### config.mk
export PLATFORM = sky130hd
export DESIGN_NAME = o_serdes_tx_framer
export DESIGN_NICKNAME = d
export VERILOG_FILES = /design/src/rtl/o_serdes_tx_framer_pkg.sv /design/src/rtl/o_serdes_tx_framer_fifo.sv /design/src/rtl/o_serdes_tx_framer.sv
export SDC_FILE = /design/constraint.sdc
export NUM_CORES = 1
export LEC_CHECK = 0
export CAP_MARGIN = 10
export CORE_UTILIZATION = 43
export CTS_BUF_LIST = sky130_fd_sc_hd__clkbuf_4 sky130_fd_sc_hd__clkbuf_8
export CTS_CLUSTER_DIAMETER = 30
export DETAILED_ROUTE_END_ITERATION = 12
export PLACE_DENSITY = 0.67
export SETUP_SLACK_MARGIN = 0.02
export SLEW_MARGIN = 20
export SYNTH_ARGS = -nofsm -noshare
export SYNTH_HDL_FRONTEND = slang
export SYNTH_SLANG_ARGS = --single-unit
export TNS_END_PERCENT = 5
### constraint.sdc
create_clock -name clk -period 2 [get_ports clk]
set_input_delay 0.4 -clock clk [delete_from_list [all_inputs] [get_ports clk]]
set_output_delay 0.4 -clock clk [all_outputs]
set_load 0.005 [all_outputs]
### src/rtl/o_serdes_tx_framer_pkg.sv
// Shared types and constants for the serializer transmit framer.
package o_serdes_pkg;

   typedef enum logic [1:0] {
      OFF   = 2'd0,
      TRAIN = 2'd1,
      RUN   = 2'd2,
      DRAIN = 2'd3
   } tx_state_t;

   localparam int WIDTH_MIN = 3;
   localparam int WIDTH_MAX = 10;

   // Alternating 1/0 starting at bit width-1, right-aligned in WIDTH_MAX bits.
   function automatic logic [WIDTH_MAX-1:0] default_train_pattern(input int unsigned width);
      logic [WIDTH_MAX-1:0] pat;
      pat = '0;
      for (int unsigned i = 0; i < WIDTH_MAX; i++) begin
         if (i < width) pat[width-1-i] = ~i[0];
      end
      return pat;
   endfunction

endpackage

### src/rtl/o_serdes_tx_framer_fifo.sv
// Synchronous word FIFO with flush; written words become readable one cycle after the write.
module tx_word_fifo #(
   parameter int W     = 5,
   parameter int DEPTH = 4
) (
   input  logic         clk,
   input  logic         reset,
   input  logic         push,
   input  logic         pop,
   input  logic         flush,
   input  logic [W-1:0] wdata,
   output logic [W-1:0] rdata,
   output logic         full,
   output logic         empty,
   output logic         readable
);

   localparam int AW = $clog2(DEPTH);

   logic [W-1:0] mem [DEPTH];
   logic [AW:0]  wr_ptr;
   logic [AW:0]  rd_ptr;
   logic [AW:0]  wr_ptr_vis;

   assign full     = (wr_ptr[AW] != rd_ptr[AW]) && (wr_ptr[AW-1:0] == rd_ptr[AW-1:0]);
   assign empty    = (wr_ptr == rd_ptr);
   // Reads see the write pointer one cycle late, giving the FIFO stage its cycle of latency.
   assign readable = (wr_ptr_vis != rd_ptr);
   assign rdata    = mem[rd_ptr[AW-1:0]];

   always_ff @(posedge clk or negedge reset) begin
      if (!reset) begin
         wr_ptr     <= '0;
         rd_ptr     <= '0;
         wr_ptr_vis <= '0;
      end else if (flush) begin
         wr_ptr     <= '0;
         rd_ptr     <= '0;
         wr_ptr_vis <= '0;
      end else begin
         if (push && !full) wr_ptr <= wr_ptr + 1'b1;
         if (pop && readable) rd_ptr <= rd_ptr + 1'b1;
         wr_ptr_vis <= wr_ptr;
      end
   end

   always_ff @(posedge clk) begin
      if (push && !full && !flush) mem[wr_ptr[AW-1:0]] <= wdata;
   end

endmodule

### src/rtl/o_serdes_tx_framer.sv
// Fabric-side framer feeding the output serializer: training bursts, buffered streaming, drain.
module o_serdes_tx_framer
   import o_serdes_pkg::*;
#(
   parameter int               WIDTH         = 4,
   parameter int               FIFO_DEPTH    = 4,
   parameter logic [WIDTH-1:0] TRAIN_PATTERN = WIDTH'(default_train_pattern(WIDTH)),
   parameter int               TRAIN_WORDS   = 16
) (
   input  logic             clk,
   input  logic             reset,
   input  logic             enable,
   input  logic             pll_lock,
   input  logic             train_req,
   input  logic [WIDTH-1:0] s_data,
   input  logic             s_oe,
   input  logic             s_valid,
   output logic             s_ready,
   output logic [WIDTH-1:0] d_out,
   output logic             data_valid_out,
   output logic             oe_out,
   output logic [1:0]       state_out,
   output logic             train_done,
   output logic             underrun,
   output logic [15:0]      word_count
);

   if (WIDTH < WIDTH_MIN || WIDTH > WIDTH_MAX) begin : g_bad_width
      $fatal(1, "o_serdes_tx_framer: WIDTH %0d outside %0d..%0d", WIDTH, WIDTH_MIN, WIDTH_MAX);
   end
   if (FIFO_DEPTH < 2 || (FIFO_DEPTH & (FIFO_DEPTH - 1)) != 0) begin : g_bad_depth
      $fatal(1, "o_serdes_tx_framer: FIFO_DEPTH %0d must be a power of two >= 2", FIFO_DEPTH);
   end
   if (TRAIN_WORDS < 1 || TRAIN_WORDS > 255) begin : g_bad_train
      $fatal(1, "o_serdes_tx_framer: TRAIN_WORDS %0d outside 1..255", TRAIN_WORDS);
   end

   localparam logic [7:0] TLAST = 8'(TRAIN_WORDS - 1);

   logic [1:0]     sync_q;
   logic           lock_s;
   tx_state_t      state;
   tx_state_t      state_nx;
   logic [7:0]     tcnt;
   logic [7:0]     tcnt_nx;
   logic           fifo_push;
   logic           fifo_pop;
   logic           fifo_flush;
   logic           fifo_full;
   logic           fifo_empty;
   logic           fifo_readable;
   logic [WIDTH:0] fifo_rdata;

   assign lock_s     = sync_q[1];
   assign s_ready    = !fifo_full && (state != DRAIN);
   assign fifo_push  = s_valid && s_ready;
   assign fifo_flush = !lock_s;
   assign fifo_pop   = fifo_readable && (state_nx == RUN || state_nx == DRAIN);
   assign state_out  = state;

   tx_word_fifo #(
      .W     (WIDTH + 1),
      .DEPTH (FIFO_DEPTH)
   ) u_fifo (
      .clk      (clk),
      .reset    (reset),
      .push     (fifo_push),
      .pop      (fifo_pop),
      .flush    (fifo_flush),
      .wdata    ({s_oe, s_data}),
      .rdata    (fifo_rdata),
      .full     (fifo_full),
      .empty    (fifo_empty),
      .readable (fifo_readable)
   );

   always_ff @(posedge clk or negedge reset) begin
      if (!reset) sync_q <= '0;
      else        sync_q <= {sync_q[0], pll_lock};
   end

   always_comb begin
      state_nx = state;
      tcnt_nx  = (state == TRAIN) ? tcnt + 8'd1 : '0;
      if (!lock_s) begin
         state_nx = OFF;
      end else begin
         case (state)
            OFF:     if (enable) state_nx = TRAIN;
            TRAIN:   if (!enable) state_nx = DRAIN;
                     else if (tcnt == TLAST) state_nx = RUN;
            RUN:     if (!enable) state_nx = DRAIN;
                     else if (train_req) state_nx = TRAIN;
            DRAIN:   if (fifo_empty) state_nx = OFF;
            default: state_nx = OFF;
         endcase
      end
   end

   // Outputs are registered from the action of the state being entered, so they line up with state_out.
   always_ff @(posedge clk or negedge reset) begin
      if (!reset) begin
         state          <= OFF;
         tcnt           <= '0;
         d_out          <= '0;
         data_valid_out <= 1'b0;
         oe_out         <= 1'b0;
         train_done     <= 1'b0;
         underrun       <= 1'b0;
         word_count     <= '0;
      end else begin
         state          <= state_nx;
         d_out          <= '0;
         data_valid_out <= 1'b0;
         oe_out         <= 1'b0;
         train_done     <= 1'b0;
         underrun       <= 1'b0;
         case (state_nx)
            TRAIN: begin
               tcnt           <= tcnt_nx;
               train_done     <= (tcnt_nx == TLAST);
               d_out          <= TRAIN_PATTERN;
               data_valid_out <= 1'b1;
               oe_out         <= 1'b1;
            end
            RUN, DRAIN: begin
               if (fifo_readable) begin
                  d_out          <= fifo_rdata[WIDTH-1:0];
                  oe_out         <= fifo_rdata[WIDTH];
                  data_valid_out <= 1'b1;
                  if (state_nx == RUN && word_count != 16'hFFFF) word_count <= word_count + 16'd1;
               end else if (state_nx == RUN) begin
                  underrun <= 1'b1;
               end
            end
            default: ;
         endcase
         if (state == OFF && state_nx == TRAIN) word_count <= '0;
      end
   end

endmodule

==> impl_metrics.py <==
metrics = {
    "cells_and_area": {
        "drive_above_1_share": 0.293,
        "final_core_util": 0.626,
        "syn2layout_area_growth_pct": 37.7,
        "multiInputGateArea_um2": 1450,
        "layout.nets": 382,
        "diodes": 0,
        "fillers": 585,
        "fin_cells": 465,
        "finalInstanceArea_um2": 4340,
        "seq_area_um2": 1730,
    },
    "status": {
        "outcome": "finished with violations",
        "violations": "negative setup slack",
    },
    "global_route": {
        "grt_usage": 0.211,
        "antenna_found_initial": 0,
        "grt_pass1_vias": 2582,
        "met1_usage": 0.273,
        "overflow": 0,
        "grt_pass1_wl_um": 12300,
        "grt.busiest_layer": "met2",
        "grt_max_degree": 24,
        "grt.met3_usage": 0.0405,
        "gr-usage-met2": 0.351,
    },
    "drt": {
        "drt_first_iter_violations": 147,
        "drc": 0,
        "vias": 2596,
        "postRouteAntennaNets": 0,
        "via_per_inst": 5.58,
        "drt-pass1-iter-count": 4,
        "routedWlPerCell_um": 15.7,
        "routed_wirelength_um": 7310,
    },
    "pwr": {
        "switching_power_w": 0.000886,
        "switching_share": 0.279,
        "leakage_nw": 1.77,
        "ir_drop_v": 0.000418,
        "power_density_nw_per_um2": 731,
        "p_seq_frac": 0.463,
        "clkPwrFrac": 0.370,
        "p_int_w": 0.00229,
        "combPwrFrac": 0.167,
    },
    "cts": {
        "clkTransAtPathRegs_ns": 0.08,
        "insertion_delay_ns": 0.34,
        "numClockSinks": 65,
        "root_buffer": "clkbuf_8",
        "clock_path_buffers": 2,
        "cts_hold_buf": 0,
        "cts_tree": "yes",
        "htree_num_levels": 3,
        "numCtsBuffers": 9,
    },
    "setup_path": {
        "cp_data_required_time_ns": 2.25,
        "crit_fanout": 3,
        "cpPeakStageDelay_ns": 0.42,
        "critPathLaunchType": "register",
        "reg2reg_depth": 7,
        "cp_slowest_cell": "dfrtp_1",
        "crit_path_frequent_cell": "a21o_1",
        "arrival_ns": 2.34,
        "crit_chain": "ha_4, and4bb_1, a21o_1, a21o_1, or3_4, buf_6, o31ai_2",
        "r2r_end": "tcnt[4]",
        "end_kind": "register",
        "reg2reg_from": "tcnt[1]",
        "worst-setup-path-type": "register to register",
        "ff2ff_setup_slack_ns": -0.09,
    },
    "yosys": {
        "syn_area_um2": 3150,
        "synth.avg_cell_area_um2": 11.3,
        "yosysTopAreaCell": "dfrtp_1",
        "synth.area.top_cells": "dfrtp_1 36%, edfxtp_1 19%, o31ai_1 5.7%",
        "synthesis.nets": 298,
        "synth_edf_count": 20,
        "ys_types": 44,
        "synth.ff_latch_count": 65,
        "yosysWarnings": 0,
        "yosys.area.top_type_share": 0.357,
        "synthFlopType": "dfrtp_1",
        "netlist_instances": 280,
        "yosysSeqAreaShare": 0.547,
        "ys_top_cells_by_count": "45 x dfrtp_1, 24 x o31ai_1, 20 x edfxtp_1",
        "synth_most_common_cell": "dfrtp_1",
        "async_reset_ff_frac": 0.692,
    },
    "sta": {
        "fmax_mhz": 478,
        "min_period_ns": 2.09,
        "fin_ws_ns": -0.0924,
        "hold_viol": 0,
        "maxSlewHeadroom": 0.626,
        "final-max-slew-violation-count": 0,
        "rsz0062_at_grt": "yes",
        "setup_viol": 20,
        "skew_ns": 0.00869,
        "tightest_slew_ns": 0.561,
        "period_share": 1.05,
    },
    "hold_path": {
        "min_path_type": "input pin to async pin",
    },
    "placement": {
        "dpl_cell_area_um2": 3930,
        "hpwl_um": 4900,
        "io_buffer_count": 37,
        "globalplace.congestion": 0.811,
        "dpl.cell_count": 444,
    },
    "floorplanning": {
        "fp.dieH_um": 87.6,
        "coreArea_um2": 6940,
        "die_w_um": 87.6,
        "rows": 30,
        "io-pin-count": 38,
        "die-area_um2": 7680,
        "start_util": 0.454,
    },
    "run": {
        "drv_cap": 0,
    },
}
worst max path at each step:
stage / end / startpoint / depth (start not counted) / slack [ns]
after global placement: word_count[11] / enable / 6 / -0.43
after floorplan: word_count[14] / tcnt[0] / 8 / -0.003
after global routing: word_count[10] / tcnt[1] / 7 / -0.15
final: tcnt[4] / tcnt[1] / 7 / -0.09
after detailed placement: word_count[8] / enable / 6 / -0.51
after CTS: tcnt[4] / tcnt[1] / 7 / -0.07
worst max-delay path, delay by kind of cell (launching register included):
| family | cells | cell delay (ns) |
|---|---|---|
| AOI/OAI and AO/OA | 3 | 0.61 |
| buffers and inverters | 1 | 0.14 |
| DFF | 1 | 0.42 |
| adders and majority gates | 1 | 0.18 |
| and+or+nand+nor | 2 | 0.65 |
power by group through the flow:
stage	combinational [W]	sequential (W)	clock [W]
2_1_floorplan	0.000219	0.00150	0
3_3_place_gp	0.000465	0.00149	0
3_5_place_dp	0.000471	0.00150	0
4_1_cts	0.000517	0.00147	0.00120
5_1_grt	0.000586	0.00148	0.00126
6_report	0.000531	0.00147	0.00117
repair_timing:
| action | CTS | global route |
|---|---|---|
| setup buffers | 4 | 0 |
| pin swaps | 9 | 1 |
| setup endpoints to repair | 40 | 52 |
| gates resized for setup | 31 | 13 |
| gates cloned | 1 | 0 |
metal layers:
| layer | share of wire | wire length, um |
|---|---|---|
| met2 | 0.50 | 3670 |
| met1 | 0.46 | 3340 |
| met4 | 0.018 | 131 |
| met5 | 0 | 0 |
| met3 | 0.025 | 180 |
kinds of logic after synthesis:
kind of cell | count (synthesis) | share of synthesized area
xor+xnor | 11 | 0.0305
mux | 7 | 0.0420
compound gates | 64 | 0.135
flops | 65 | 0.547
buf+inv | 28 | 0.0424
fa+ha+maj | 7 | 0.0278
simple gates | 98 | 0.175
layout make-up:
class,instances,share of cell area
timing repair inverter,1,0.00144
multi-input combinational,187,0.335
timing repair buffer,88,0.178
inverter,12,0.0121
tap,96,0.0276
clock buffer,9,0.0285
clock inverter,7,0.0196
sequential,65,0.398
stage by stage:
stage               total power [W]  setup slack, ns  setup TNS (ns)  hold WS, ns
floorplan                   0.00172         -0.00328         -0.0193        0.104
global placement            0.00196           -0.434          -10.33        0.333
detailed placement          0.00197           -0.508          -11.68        0.350
CTS                         0.00318          -0.0666          -0.317       0.0427
global route                0.00332           -0.153           -3.59       0.0648
finish                      0.00317          -0.0924          -0.705       0.0403
sequential cells by signal, summed over array words and instances (netlist names):
register           cells
u_fifo.mem            20
word_count            16
tcnt                   8
d_out                  4
u_fifo.rd_ptr          3
u_fifo.wr_ptr          3
u_fifo.wr_ptr_vis      3
state_out              2
sync_q                 2
data_valid_out         1
oe_out                 1
train_done             1
underrun               1
cell usage in the layout (no fill, tap or decap), drive strengths merged, types with 7 or more instances in the layout:
cell / count
dfrtp: 45
clkbuf: 9
edfxtp: 20
nand3: 17
nor2: 12
or4: 14
nand2: 17
inv: 17
ha: 7
a21oi: 17
buf: 52
clkdlybuf4s50: 34
o21ai: 9
xnor2: 9
o31ai: 24
Power figures use the tool's default switching activity.
